--- src/rtl/shift_sequencer.sv ---
// Multi-cycle 32-bit barrel shifter: one stage per clock (16, 8, 4, 2, 1), SLL or SRA.
// Define SHIFT_SEQ_EARLY_EXIT_EN to finish as soon as no remaining shamt bits are set.
module shift_sequencer (
  input  logic        i_clock,
  input  logic        i_reset,
  input  logic        i_start,
  input  logic [31:0] i_data_in,
  input  logic [4:0]  i_shamt,
  input  logic        i_op,
  output logic        o_busy,
  output logic        o_result_valid,
  output logic [31:0] o_result,
  output logic [1:0]  o_dbg_state
);

  // Handshake: i_start is taken on a rising edge only in IDLE or DONE; a result is
  // valid exactly in the cycle o_result_valid is high. i_start during SHIFT is ignored.
  typedef enum logic [1:0] {
    IDLE  = 2'd0,
    SHIFT = 2'd1,
    DONE  = 2'd2
  } state_t;

`ifdef SHIFT_SEQ_EARLY_EXIT_EN
  localparam bit EARLY_EXIT = 1'b1;
`else
  localparam bit EARLY_EXIT = 1'b0;
`endif

  state_t      r_state;
  state_t      w_next_state;
  logic [31:0] r_acc;
  logic [31:0] r_result;
  logic [4:0]  r_shamt;
  logic        r_op;
  logic [2:0]  r_stage;

  logic        w_accept;
  logic        w_accept_done;
  logic        w_stage_en;
  logic        w_rem;
  logic        w_last;
  logic        w_shift_done;
  logic [4:0]  w_dist;
  logic [31:0] w_shifted;
  logic [31:0] w_next_acc;

  assign w_accept = i_start && ((r_state == IDLE) || (r_state == DONE));
  // A zero shift amount has no stage to apply, so early-exit completes on the accepting edge.
  assign w_accept_done = EARLY_EXIT && (i_shamt == 5'd0);

  // Stage k uses shamt bit (4-k); w_rem flags any set bit still to be processed after it.
  always_comb begin
    w_stage_en = 1'b0;
    w_rem      = 1'b0;
    w_last     = 1'b0;
    w_dist     = 5'd1;
    case (r_stage)
      3'd0: begin w_stage_en = r_shamt[4]; w_rem = |r_shamt[3:0]; w_dist = 5'd16; end
      3'd1: begin w_stage_en = r_shamt[3]; w_rem = |r_shamt[2:0]; w_dist = 5'd8;  end
      3'd2: begin w_stage_en = r_shamt[2]; w_rem = |r_shamt[1:0]; w_dist = 5'd4;  end
      3'd3: begin w_stage_en = r_shamt[1]; w_rem = r_shamt[0];    w_dist = 5'd2;  end
      default: begin
        w_stage_en = r_shamt[0];
        w_rem      = 1'b0;
        w_last     = 1'b1;
        w_dist     = 5'd1;
      end
    endcase
  end

  assign w_shifted    = r_op ? $unsigned($signed(r_acc) >>> w_dist) : (r_acc << w_dist);
  assign w_next_acc   = w_stage_en ? w_shifted : r_acc;
  assign w_shift_done = w_last || (EARLY_EXIT && !w_rem);

  always_comb begin
    w_next_state = r_state;
    case (r_state)
      IDLE: begin
        if (i_start) w_next_state = w_accept_done ? DONE : SHIFT;
      end
      SHIFT: begin
        if (w_shift_done) w_next_state = DONE;
      end
      DONE: begin
        if (i_start) w_next_state = w_accept_done ? DONE : SHIFT;
        else         w_next_state = IDLE;
      end
      default: w_next_state = IDLE;
    endcase
  end

  always_ff @(posedge i_clock) begin
    if (i_reset) r_state <= IDLE;
    else         r_state <= w_next_state;
  end

  always_ff @(posedge i_clock) begin
    if (i_reset) begin
      r_acc    <= 32'd0;
      r_shamt  <= 5'd0;
      r_op     <= 1'b0;
      r_stage  <= 3'd0;
      r_result <= 32'd0;
    end else if (w_accept) begin
      r_acc   <= i_data_in;
      r_shamt <= i_shamt;
      r_op    <= i_op;
      r_stage <= 3'd0;
      if (w_accept_done) r_result <= i_data_in;
    end else if (r_state == SHIFT) begin
      r_acc   <= w_next_acc;
      r_stage <= r_stage + 3'd1;
      if (w_shift_done) r_result <= w_next_acc;
    end
  end

  assign o_busy         = (r_state == SHIFT);
  assign o_result_valid = (r_state == DONE);
  assign o_result       = r_result;
  assign o_dbg_state    = r_state;

endmodule
--- config.mk ---
export PLATFORM = sky130hd
export DESIGN_NAME = shift_sequencer
export DESIGN_NICKNAME = d
export VERILOG_FILES = /design/src/rtl/shift_sequencer.sv
export SDC_FILE = /design/constraint.sdc
export NUM_CORES = 1
export LEC_CHECK = 0
export ABC_AREA = 1
export CAP_MARGIN = 10
export CORE_MARGIN = 8
export CORE_UTILIZATION = 59
export DETAILED_ROUTE_END_ITERATION = 6
export PLACE_DENSITY = 0.83
export SLEW_MARGIN = 10
export SYNTH_ARGS = -nofsm -noshare
export SYNTH_HDL_FRONTEND = slang
export SYNTH_SLANG_ARGS = --single-unit
export TNS_END_PERCENT = 30
--- constraint.sdc ---
create_clock -name i_clock -period 2.5 [get_ports i_clock]
set_input_delay 0.5 -clock i_clock [delete_from_list [all_inputs] [get_ports i_clock]]
set_output_delay 0.5 -clock i_clock [all_outputs]
set_load 0.005 [all_outputs]
Yosys cells after proc, flatten, opt, wreduce, memory -nomap -nowiden
Cells that the tools add are included.
{"block": "totals", "output_inout_bits": 36, "regBits": 75, "word_cells": 37}
{"block": "op_classes", "add_sub_neg": 1, "n_shift": 2, "n_reduce_logical": 9, "muxes": 10, "n_eq_ne": 7, "bitwise": 2}
{"op": "$mux 32", "count": 4}
{"op": "$shl 32x5->32", "count": 1}
{"op": "$sshr 32x5->32", "count": 1}
{"op": "$pmux 5 s4", "count": 1}
{"op": "$eq 3x2->1 const B", "count": 2}
{"op": "$pmux 2 s3", "count": 1}
{"op": "$mux 2", "count": 2}
{"op": "$ne 2x2->1 const B", "count": 2}
{"op": "$pmux 1 s4", "count": 1}
{"op": "$reduce_or 4->1", "count": 1}
{"op": "$add 3x1->3 const B", "count": 1}
{"op": "$eq 3x1->1 const B", "count": 1}
{"op": "$logic_not 3->1", "count": 1}
{"op": "$reduce_and 3->1", "count": 1}
{"op": "$eq 2x1->1 const B", "count": 1}
{"op": "$eq 2x2->1 const B", "count": 1}
{"op": "$logic_not 2->1", "count": 1}
{"op": "$not 1->1", "count": 2}
{"op": "$reduce_and 2->1", "count": 1}
{"op": "$reduce_bool 2->1", "count": 1}
{"op": "$reduce_or 2->1", "count": 1}
{"op": "$logic_and 1x1->1", "count": 1}
{"op": "$logic_or 1x1->1", "count": 1}
{"op": "$mux 1", "count": 1}

Logic depth before layout (Yosys ltp)
{"block": "logic_depth", "ltp_word": 7, "mapped_depth": 18, "depth_no_buf": 16}

Least setup slack after synthesis
Ideal clock, no wire load.
{"block": "synth_path", "kind": "register to register", "start": "register r_stage[2]", "end": "register r_acc[28]", "required_ns": 2.371, "period_less_slack_ns": 2.231, "slack_ns": 0.269, "stages_incl_launch_ff": 16, "n_path_buf": 3, "arrival_ns": 2.103, "setup_time_ns": 0.129, "path_cell_list": "dfxtp_1 inv_2 buf_6 buf_6 ha_1 nand2_1 nand3_1 o21ai_4 nor2_2 buf_2 nand3_1 nand2_1 nor2_1 nand2_1 a21oi_1 nor2_1"}
{"block": "synth_between", "elab_chain_len": 7, "word_cells_on_any_way": 12, "cone_classes": "eq/ne: 3; shift: 2; mux: 6; reduce/logical: 1"}
{"element": "start, declared", "line": "36", "text": "logic [2:0] r_stage;"}
{"element": "start signal, assigned", "line": "113", "text": "r_stage <= r_stage + 3'd1;"}
{"element": "$eq 3x2->1, or another cell as far along", "line": "58", "text": "case (r_stage)"}
{"element": "$pmux 5 s4", "line": "58"}
{"element": "$shl 32x5->32 or $sshr 32x5->32 (tied branches)", "line": "72", "text": "assign w_shifted = r_op ? $unsigned($signed(r_acc) >>> w_dist) : (r_acc << w_dist);"}
{"element": "$mux 32", "line": "72"}
{"element": "$mux 32 (*)", "line": "73", "text": "assign w_next_acc = w_stage_en ? w_shifted : r_acc;"}
{"element": "$mux 32 (*)", "line": "111", "text": "end else if (r_state == SHIFT) begin"}
{"element": "$mux 32 (*)", "line": "105", "text": "end else if (w_accept) begin"}
{"element": "end signal, assigned", "line": "106", "text": "r_acc <= i_data_in;"}
{"element": "end signal, assigned", "line": "112", "text": "r_acc <= w_next_acc;"}
{"element": "end, declared", "line": "32", "text": "logic [31:0] r_acc;"}
Every way passes the cells marked *; elsewhere a longest branch is shown, timed or not. The select of a mux whose other input is x is not followed.
A chain may end at the register's enable or synchronous reset.

Worst setup path after layout
{"block": "layout_path", "start": "register r_stage[0]", "end": "register r_acc[19]"}
Same word-level chain as after synthesis.

==> reports/results.txt <==
DIE WIDTH: 126 um
Initial Util: 0.602
Final net count: 1295
Fin. max-slew vios: 0
Crit end category: flop
Number of diodes: 0
Most common cell after layout, fill and taps aside: nand2_1
Adder-cell share of the synthesized area: 0.00869
Worst hold path class: flop to flop
Ys flop type: dfxtp_1
Min cycle time layout: 2.43 ns
CTS sink count: 75
Root Driver: clkbuf_16
Crit path max fanout: 13
First-pass GRT wire length: 42.7 mm
Combinational family with the most area after synthesis: simple AND/OR/NAND/NOR gates
WL per Instance: 20.2 um
Post-CTS Setup Bufs: 0
R2r endpoint: r_acc[19]
Die height: 126 um
Leak: 3.98 nW
Sequential cell area fraction in the yosys report: 0.209
Max Clk Rate: 412 MHz
Via count: 8727
Num CTS Buffers: 9
Slowest CP cell: nor2_4
Worst Hold Slack: 0.496 ns
GRT overflow: 0
WL final: 28.3 mm
GRT Overall Usage: 0.336
Antenna Nets Post-Route: 0
Vias in the first global route: 7921
Status: finished, violations left
Post-Synth Simple-Gate Area: 0.538
CTS Hold Bufs: 0
Most frequent cells in the layout: nand2_1, nand3_1, inv_1
Clk_lat worst skew: 0.34 ns
Count of flip-flops with a built-in enable after synthesis: 0
Synth warn: 0
Slew HR: 0.537
Clock Pin Slew Worst Setup and Hold Paths: 0.06 ns
Reg2reg start: r_stage[0]
PD cells: 514 mW/mm^2
Synth Area per Inst: 5.96 um^2
Num rows: 40
Ports: 77
FFs w/ async S/R, synth: 0
Setup CP Type: flop to flop
FF-to-FF setup slack: 0.07 ns
Final setup vio count: 0
CTS-repair resized insts: 0
Share of layout cells above drive strength 1: 0.123
Clock Path Buffers: 2
Max H-tree Level: 3
Pre-CTS WS: 0.0271 ns
DRC violations left: 2
Multiplexer area fraction after synthesis: 0
Syn Std Cell Area: 0.00720 mm^2
CTS tree: done
Fin worst setup slack: 0.0722 ns
Setup_tns: 0 ns
GP Congestion: 1.03
Tcrit/Tclk final: 0.971
First-pass iteration count of the detailed router: 7
Synth Area in Compound Gates: 0.128
CP Data Arrival Time: 2.69 ns
Largest net degree at the start of global routing: 57
Post-DR vias/cell: 6.23
Crit path from: r_stage[0]
Hold Violations, Final: 0
Buffers on Ports: 76
Final HPWL DP: 21.3 mm
Synth Area in XOR/XNOR: 0
Cells along the critical path: ha_1 > ha_4 > nor2_4 > nand2_1 > nand3_1 > nand2_1 > o21ai_0 > nand3_1 > nand3_1 > nand2_1 > a21oi_2
Worst Setup EP: r_acc[19]
Flops & latches, synth: 75
Max stage delay on crit path: 0.39 ns
Synth Net Count: 1254
Crit path required time: 2.77 ns
Actual slew at the worst max-slew pin: 0.692 ns
Worst setup SP type: flop
Starting DRT DRC Count: 1225
RSZ-0062 raised after global routing: false
Max-Cap Viols: 0
Cells after Synth: 1208
Number of fill cells: 1056
Core Area: 0.0120 mm^2
Worst vdd ir: 0.000395 V
Area Overhead vs Synth: 16.7%
Failing checks: DRC
Post-synthesis cell type count: 39
Reg2reg path depth: 11
Clk_skew: 0.00644 ns
DIE AREA: 0.0160 mm^2
Initial antenna violation count: 0
sequential cells by signal, summed over array words and instances, names as in the netlist:
register / cells
o_dbg_state: 2
o_result: 32
r_acc: 32
r_op: 1
r_shamt: 5
r_stage: 3
stage by stage:
stage	cells	utilization	power (mW)	instance area [um^2]
floorplan	1208	-	2.47	7200
global placement	1382	0.670	3.00	8020
detailed placement	1382	0.670	3.01	8020
CTS	1398	0.693	4.22	8290
global route	1401	0.703	4.50	8400
finish	1401	0.703	4.32	8400
cells in the mapped netlist, types with 7 or more instances:
| cell | n | area [um^2] |
|---|---|---|
| o21ai_0 | 63 | 315 |
| buf_2 | 38 | 190 |
| buf_4 | 15 | 113 |
| o21bai_1 | 16 | 120 |
| a21oi_1 | 36 | 180 |
| nand2_2 | 16 | 100 |
| inv_1 | 89 | 334 |
| inv_2 | 7 | 26.3 |
| nand2_1 | 431 | 1620 |
| dfxtp_1 | 75 | 1500 |
| nand4_1 | 35 | 219 |
| clkbuf_1 | 16 | 60.1 |
| nand3_4 | 18 | 315 |
| nor2_1 | 58 | 218 |
| a21oi_2 | 17 | 149 |
| nand3_1 | 203 | 1020 |
| nand3_2 | 26 | 260 |
kinds of logic (layout without fill, tap and decap cells):
group | count (synthesis) | in the layout
AO/OA/AOI/OAI | 153 | 153
adder cells (fa/ha/maj) | 5 | 5
buffers and inverters | 176 | 221
flip-flops | 75 | 75
AND/OR/NAND/NOR | 799 | 800
worst min-delay path by stage:
stage	from	endpoint	slack, ns	cells past startpoint
2_1_floorplan	r_shamt[0]	r_shamt[0]	0.45	2
3_3_place_gp	r_shamt[0]	r_shamt[0]	0.46	2
3_5_place_dp	r_shamt[1]	r_shamt[1]	0.49	2
4_1_cts	r_shamt[1]	r_shamt[1]	0.50	2
5_1_grt	r_shamt[0]	r_shamt[0]	0.53	2
6_report	r_shamt[0]	r_shamt[0]	0.50	2
critical path: cells and delay by family (launching register included):
kind	cells	cell delay, ns
flops	1	0.34
simple gates	7	1.22
compound gates	2	0.32
fa+ha+maj	2	0.49
cell type report:
| class | instances | area [um^2] | area share |
|---|---|---|---|
| inverter | 96 | 363 | 0.0432 |
| clock inverter | 6 | 48.8 | 0.00581 |
| tap | 147 | 184 | 0.0219 |
| sequential | 75 | 1500 | 0.179 |
| multi-input combinational | 958 | 4910 | 0.585 |
| clock buffer | 10 | 229 | 0.0272 |
| timing repair buffer | 109 | 1160 | 0.138 |
metal layers:
metal | wire length [um] | up-vias | global-route usage
li1 | - | 4055 | -
met1 | 11500 | 3962 | 0.445
met5 | 0 | - | 0
met4 | 921 | 0 | 0.127
met3 | 3700 | 73 | 0.0901
met2 | 12200 | 637 | 0.508
where the power goes:
| group | total [mW] | internal [mW] | switching, mW |
|---|---|---|---|
| clock network | 1.24 | 0.683 | 0.554 |
| registers | 1.40 | 1.27 | 0.128 |
| logic | 1.68 | 0.551 | 1.13 |
| total | 4.32 | 2.50 | 1.82 |
No activity file was read; power rests on OpenSTA's default activity.
